<file path="config.mk">
export PLATFORM = sky130hd
export DESIGN_NAME = pipe_stage_reg
export DESIGN_NICKNAME = d
export VERILOG_FILES = /design/src/rtl/pipe_stage_reg.sv
export SDC_FILE = /design/constraint.sdc
export NUM_CORES = 1
export LEC_CHECK = 0
export ABC_AREA = 1
export CORE_ASPECT_RATIO = 1.4
export CORE_MARGIN = 2
export CORE_UTILIZATION = 43
export CTS_BUF_LIST = sky130_fd_sc_hd__clkbuf_8
export DETAILED_ROUTE_END_ITERATION = 16
export PLACE_DENSITY_LB_ADDON = 0.3
export SYNTH_ARGS = -nofsm -noshare
export SYNTH_HDL_FRONTEND = slang
export SYNTH_SLANG_ARGS = --single-unit
</file>
<file path="constraint.sdc">
create_clock -name clk -period 1.5 [get_ports clk]
set_input_delay 0.3 -clock clk [delete_from_list [all_inputs] [get_ports clk]]
set_output_delay 0.3 -clock clk [all_outputs]
set_load 0.03 [all_outputs]
</file>
<file path="src/rtl/pipe_stage_reg.sv">
// Pipeline-stage register with valid/ready on both sides, bubble-inserting flush,
// hazard hold, optional 2-entry skid buffer and a saturating stall-cycle counter.
module pipe_stage_reg #(
  parameter int PAYLOAD_W = 32,
  parameter int CTRL_W    = 32,
  parameter int SKID      = 1,
  parameter int CNT_W     = 16
) (
  input  logic                 clk,
  input  logic                 rst,
  input  logic                 in_valid,
  output logic                 in_ready,
  input  logic [PAYLOAD_W-1:0] in_payload,
  input  logic [CTRL_W-1:0]    in_ctrl,
  input  logic                 hold,
  input  logic                 flush,
  output logic                 out_valid,
  input  logic                 out_ready,
  output logic [PAYLOAD_W-1:0] out_payload,
  output logic [CTRL_W-1:0]    out_ctrl,
  output logic [1:0]           occupancy,
  output logic [CNT_W-1:0]     stall_cnt
);

  // Handshake: a transfer happens on a rising edge where valid & ready are both 1;
  // valid never depends on ready, and a presented item stays until it transfers.

  typedef enum logic [1:0] {
    EMPTY = 2'd0,
    ONE   = 2'd1,
    FULL  = 2'd2
  } state_t;

  localparam logic [CNT_W-1:0] CNT_MAX = '1;

  state_t               state, state_nxt;
  logic [PAYLOAD_W-1:0] main_payload, skid_payload;
  logic [CTRL_W-1:0]    main_ctrl, skid_ctrl;
  logic                 skid_valid;
  logic                 accept, out_fire;
  logic                 load_main, load_skid, move_skid;

  assign out_valid  = (state != EMPTY);
  assign skid_valid = (state == FULL);
  assign occupancy  = state;

  generate
    if (SKID != 0) begin : g_skid
      assign in_ready = !skid_valid && !hold && !flush;
    end else begin : g_noskid
      // skid_valid is constantly 0 here; kept in the term so both variants share logic
      assign in_ready = (!out_valid || out_ready) && !skid_valid && !hold && !flush;
    end
  endgenerate

  assign accept   = in_valid && in_ready;
  assign out_fire = out_valid && out_ready;

  always_comb begin
    state_nxt = state;
    load_main = 1'b0;
    load_skid = 1'b0;
    move_skid = 1'b0;
    case (state)
      EMPTY: begin
        if (accept) begin
          state_nxt = ONE;
          load_main = 1'b1;
        end
      end
      ONE: begin
        if (accept && !out_fire && (SKID != 0)) begin
          state_nxt = FULL;
          load_skid = 1'b1;
        end else if (accept) begin
          load_main = 1'b1;
        end else if (out_fire) begin
          state_nxt = EMPTY;
        end
      end
      FULL: begin
        if (out_fire) begin
          state_nxt = ONE;
          move_skid = 1'b1;
        end
      end
      default: state_nxt = EMPTY;
    endcase
  end

  always_ff @(posedge clk) begin
    if (rst) begin
      state        <= EMPTY;
      main_payload <= '0;
      main_ctrl    <= '0;
      skid_payload <= '0;
      skid_ctrl    <= '0;
    end else if (flush) begin
      // Payloads are deliberately kept; only control is zeroed to form a NOP bubble
      state     <= EMPTY;
      main_ctrl <= '0;
      skid_ctrl <= '0;
    end else begin
      state <= state_nxt;
      if (load_main) begin
        main_payload <= in_payload;
        main_ctrl    <= in_ctrl;
      end else if (move_skid) begin
        main_payload <= skid_payload;
        main_ctrl    <= skid_ctrl;
      end
      if (load_skid) begin
        skid_payload <= in_payload;
        skid_ctrl    <= in_ctrl;
      end
    end
  end

  assign out_payload = main_payload;
  assign out_ctrl    = main_ctrl;

  always_ff @(posedge clk) begin
    if (rst) begin
      stall_cnt <= '0;
    end else if (out_valid && !out_ready && (stall_cnt != CNT_MAX)) begin
      stall_cnt <= stall_cnt + 1'b1;
    end
  end

endmodule

</file>
---- After elaboration in Yosys (flattened, before gate mapping) ----
Cells that the tools add are included.
word-level totals
  flip-flop bits (word level) ............. 146
  latch bits .............................. 0
  memory bits (writable) .................. 0
  ROM bits ................................ 0
  bits of input ports ..................... 70
  output and inout port bits .............. 84
  memories kept ........................... 0
cells by class
  add/sub/neg operators ................... 1
  multipliers ............................. 0
  div/mod/pow operators ................... 0
  order comparisons ....................... 0
  equal/unequal tests ..................... 7
  shifts and indexed selects .............. 0
  mux-type cells .......................... 17
  bitwise gates (word level) .............. 1
  reductions and logical operators ........ 19
operators by type and width
  kind                                                             number
  32-bit 2-to-1 mux                                                4
  16-bit by 1-bit adder with 16-bit output, second input constant  1
  16-bit != test, second input constant                            1
  2-bit 2-to-1 mux                                                 5
  1-bit logical AND                                                7
  1-bit 2-to-1 mux                                                 6
  3-bit != test, second input constant                             2
  2-bit one-hot mux with 3 select lines                            1
  1-bit logical NOT                                                5
  2-bit AND reduction                                              2
  4-bit AND reduction                                              1
  2-bit nonzero test                                               2
  2-bit by 1-bit == test with 1-bit output, second input constant  1
  2-bit == test, second input constant                             1
  2-bit logical NOT                                                1
  2-bit by 1-bit != test with 1-bit output, second input constant  1
  2-bit != test, second input constant                             1
  1-bit one-hot mux with 2 select lines                            1
  2-bit OR reduction                                               1
  1-bit inverter                                                   1

---- Logic depth before layout (Yosys ltp) ----
  depth in word-level cells ............... 10
  mapped depth ............................ 10

---- Worst setup path after synthesis ----
Ideal clock, no wire load.
  path kind ............................... reg2reg
  from .................................... register stall_cnt[0]
  to ...................................... register stall_cnt[2]
  setup time .............................. 70 ps
  data arrival time ....................... 1,699 ps
  data required time ...................... 1,430 ps
  path slack .............................. -269 ps
  stages on the path, launching flop included .. 9
  path buffers ............................ 1
  period minus slack after synthesis ...... 1,769 ps
  cell sequence ........................... dfxtp_1 -> ha_1 -> nand3_1 -> inv_1 -> nand3_1 -> nand2_1 -> clkbuf_1 -> nand3_1 -> a21oi_1
on the way
  word-level cells in the longest chain between the ends .. 2
  elaborated cells on any way between the ends .. 3
  those cells by class .................... add/sub (1); eq/ne (1); reduce/logical (1)
ends and longest elaborated chain
  item                                                                                              RTL line  source
  start: declaration                                                                                22        output logic [CNT_W-1:0] stall_cnt
  start signal: assignment                                                                          126       stall_cnt <= stall_cnt + 1'b1;
  parallel branches: the longest is 2 deep, another holds 16-bit by 1-bit adder with 16-bit output  n/a
Parallel ways; which one is timed is not known.
A chain may end at the register's enable or synchronous reset.

---- Final worst setup path ----
  from .................................... register state[0] (netlist: occupancy[0])
  to ...................................... register main_ctrl[8] (netlist: out_ctrl[8])
on the way
  word-level cells in the longest chain between the ends .. 9
  elaborated cells on any way between the ends .. 18
  those cells by class .................... eq/ne (2); mux (6); reduce/logical (10)
ends and longest elaborated chain
  item                                                     RTL line    source
  start: declaration                                       36          state_t state, state_nxt;
  start signal: assignment                                 104         state <= state_nxt;
  2-bit == test                                            44, 64
  1-bit logical NOT                                        49          assign in_ready = !skid_valid && !hold && !flush;
  1-bit logical AND (2 in a row)                           49
  1-bit logical AND                                        56          assign accept = in_valid && in_ready;
  1-bit 2-to-1 mux or 1-bit logical AND (tied branches)    66, 75, 72
  1-bit 2-to-1 mux                                         72          if (accept && !out_fire && (SKID != 0)) begin
  1-bit one-hot mux with 2 select lines                    64          case (state)
  32-bit 2-to-1 mux or 2-bit nonzero test (tied branches)  n/a
  end signal: assignment                                   107         main_ctrl <= in_ctrl;
  end signal: assignment                                   110         main_ctrl <= skid_ctrl;
  end: declaration                                         38          logic [CTRL_W-1:0] main_ctrl, skid_ctrl;
Several ways; a longest one is shown, not always the timed one.

==> results.cfg <==
[placement]
placed_cells = 1265
portBuffers = 153
gp_congestion = 0.827
dpl.hpwl_um = 10900
post_dp_cell_area_um2 = 8380
preCtsSetupSlack_ns = -0.385

[pwr]
comb_power_share = 0.111
p_int_w = 0.00621
netSwitchingPower_w = 0.00205
ir_drop_v = 0.000682
power_density_nw_per_um2 = 840
p_seq_frac = 0.477
power_leakage_nw = 4.17
sw_frac_of_total = 0.249
clock_power_share = 0.412

[final_layout]
final_cells = 1335
nNetsFinal = 1205
fin_util = 0.682
area_growth_pct = 55.9
drive_gt1_frac = 0.262
stdcell_area_um2 = 9850
antennaDiodeCount = 0

[logic_synthesis]
yosys_warnings = 0
yosysTopAreaCell = dfxtp_1
synth_area_um2 = 6310
dominantRegCellSynth = dfxtp_1
avgSynthCellArea_um2 = 6.80
synth_edf_count = 0
syn-num-nets = 1000
ys_seq_elements = 146
synth_common_cells = nand2_1, nor2_1, dfxtp_1
synthArstFlopShare = 0
syn_inst = 929
synthMostInstantiatedCell = nand2_1
synthTopCellsByArea = dfxtp_1, nand2_1, nor2_1
synth_cell_types = 27
netlist.area_leader.share = 0.463
yosysSeqAreaShare = 0.463

[run_status]
status = complete, but fails checks
failed_checks = setup timing

[setup_path]
timing.critical_path.mode_cell = nor2_4
cp_slowest_stage_delay_ns = 0.38
start_kind = flip-flop
reg2reg_depth = 10
crit_chain = inv_4, nand2_4, nand4_4, nor2_4, buf_8, nor2_4, buf_12, clkbuf_16, a21oi_1, nor2_1
cp_max_fo = 8
crit_type = reg -> reg
cp.arrival_ns = 1.90
worst_setup_path_end_kind = flip-flop
crit_slowest_cell = dfxtp_4
worstPathRequired_ns = 1.84

[cts]
cts_tree = built
cts-root-buf = clkbuf_8
cts.clk_slew.worst_paths_ns = 0.09
worstSkewPairLatency_ns = 0.44
htreeDepth = 4
ctsLongestPathBuffers = 2
numClockSinks = 146
cts_buffers = 17
ctsHoldBuffers = 0

[routing]
vias = 6613
initialDrtViolationCount = 282
routed_wl_um = 19200
ant_nets = 0
avgViaCountPerCell = 4.95
first_pass_iters = 5
drcViolationCount = 0
wl_per_cell_um = 14.4

[run]
drv_cap = 0

[timing]
period_needed_ns = 1.56
setup_viol = 68
finalClockSkew_ns = 0.0128
rsz0062_at_grt = true
hold_viol = 0
setup_slack_ns = -0.0637
tightest_slew_ns = 0.327
slew_headroom = 0.780
hold_ws_ns = 0.445
final.period_utilization = 1.04
drv_slew = 0
fmax_mhz = 640

[worst_hold_path]
hold_path_class = reg -> reg
hold_path_depth = 2

[floorplanning]
dieArea_um2 = 15700
rows = 52
ios = 154
start_util = 0.437
die_y_um = 147
die_w_um = 106
core_area_um2 = 14400

[global_route]
overflow = 0
antenna_found_initial = 0
grt_pass1_wl_um = 27300
grt_pass1_vias = 5791
grt_max_degree = 40
track_usage = 0.215
## per-layer routing
layer,up-vias,routed length (um),global-route usage
met5,-,0,0
met4,0,362,0.0753
met1,3056,7730,0.259
met2,193,10000,0.370
met3,28,1130,0.0551
li1,3336,-,-
## power groups by stage
stage | Clock, W | Combinational [W] | Sequential (W)
after floorplan | 0 | 0.000246 | 0.00412
final | 0.00341 | 0.000918 | 0.00394
after global routing | 0.00363 | 0.000981 | 0.00395
after global placement | 0 | 0.000746 | 0.00403
after detailed placement | 0 | 0.000747 | 0.00404
after CTS | 0.00345 | 0.000763 | 0.00394
## cells in the final DEF (no fill, tap or decap), types with 5 or more instances in the layout
cell type,n
a21boi_0,10
a21boi_1,6
a21oi_1,46
a21oi_2,20
buf_12,18
buf_4,39
buf_6,10
buf_8,5
clkbuf_16,15
clkbuf_2,29
clkbuf_8,18
clkdlybuf4s15_1,28
clkdlybuf4s15_2,17
clkdlybuf4s50_1,68
dfxtp_1,130
dfxtp_2,10
dfxtp_4,6
inv_1,70
nand2_1,219
nand2_2,18
nand3_1,19
nand4_1,5
nor2_1,172
nor2_2,15
nor2_4,5
o21ai_0,21
o21ai_1,39
o21ai_2,38
xnor2_1,5
## worst max-delay path: cells and delay by family, from the launching register on
family                 cells  cell delay, ns
flip-flops                 1            0.38
buffers and inverters      4            0.49
AND/OR/NAND/NOR            5            0.44
AO/OA/AOI/OAI              1            0.14
## logic make-up after synthesis
family | Yosys count | share of synthesized area
adder cells (fa/ha/maj) | 1 | 0.00198
buffers and inverters | 128 | 0.0838
AND/OR/NAND/NOR | 462 | 0.288
AO/OA/AOI/OAI | 185 | 0.154
flip-flops | 146 | 0.463
XOR/XNOR | 7 | 0.00971
## state kept, by name, summed over array words and instances, names as in the netlist
register      flops
occupancy         2
out_ctrl         32
out_payload      32
skid_ctrl        32
skid_payload     32
stall_cnt        16
## worst paths after layout
check / startpoint / to / slack, ns
hold / removal: skid_payload[2] / skid_payload[2] / 0.44
setup reg to reg: occupancy[0] / out_ctrl[8] / -0.06
setup / recovery: occupancy[0] / out_ctrl[8] / -0.06
hold reg to reg: skid_payload[2] / skid_payload[2] / 0.44
## area by class of cell
cell class                 instances  area (um^2)
timing repair buffer             239         2620
inverter                          75          292
clock buffer                      18          248
clock inverter                    13          184
multi-input combinational        655         3300
sequential                       146         2960
fill                            1212         4600
tap                              189          236
## repair_timing
| action | 4_1_cts | 5_1_grt |
|---|---|---|
| setup buffers | 8 | 11 |
| resized for setup | 158 | 287 |
| cloned | 2 | 19 |
| endpoints found under the setup margin | 134 | 201 |
| pin swaps | 1 | 61 |
## per-stage QoR
| step | setup TNS, ns | power [W] |
|---|---|---|
| 3_3_place_gp | -44.22 | 0.00478 |
| 5_1_grt | -9.23 | 0.00856 |
| 6_report | -1.38 | 0.00827 |
| 2_1_floorplan | 0 | 0.00436 |
| 3_5_place_dp | -48.37 | 0.00478 |
| 4_1_cts | -0.236 | 0.00815 |
No activity file was read; power rests on OpenSTA's default activity.
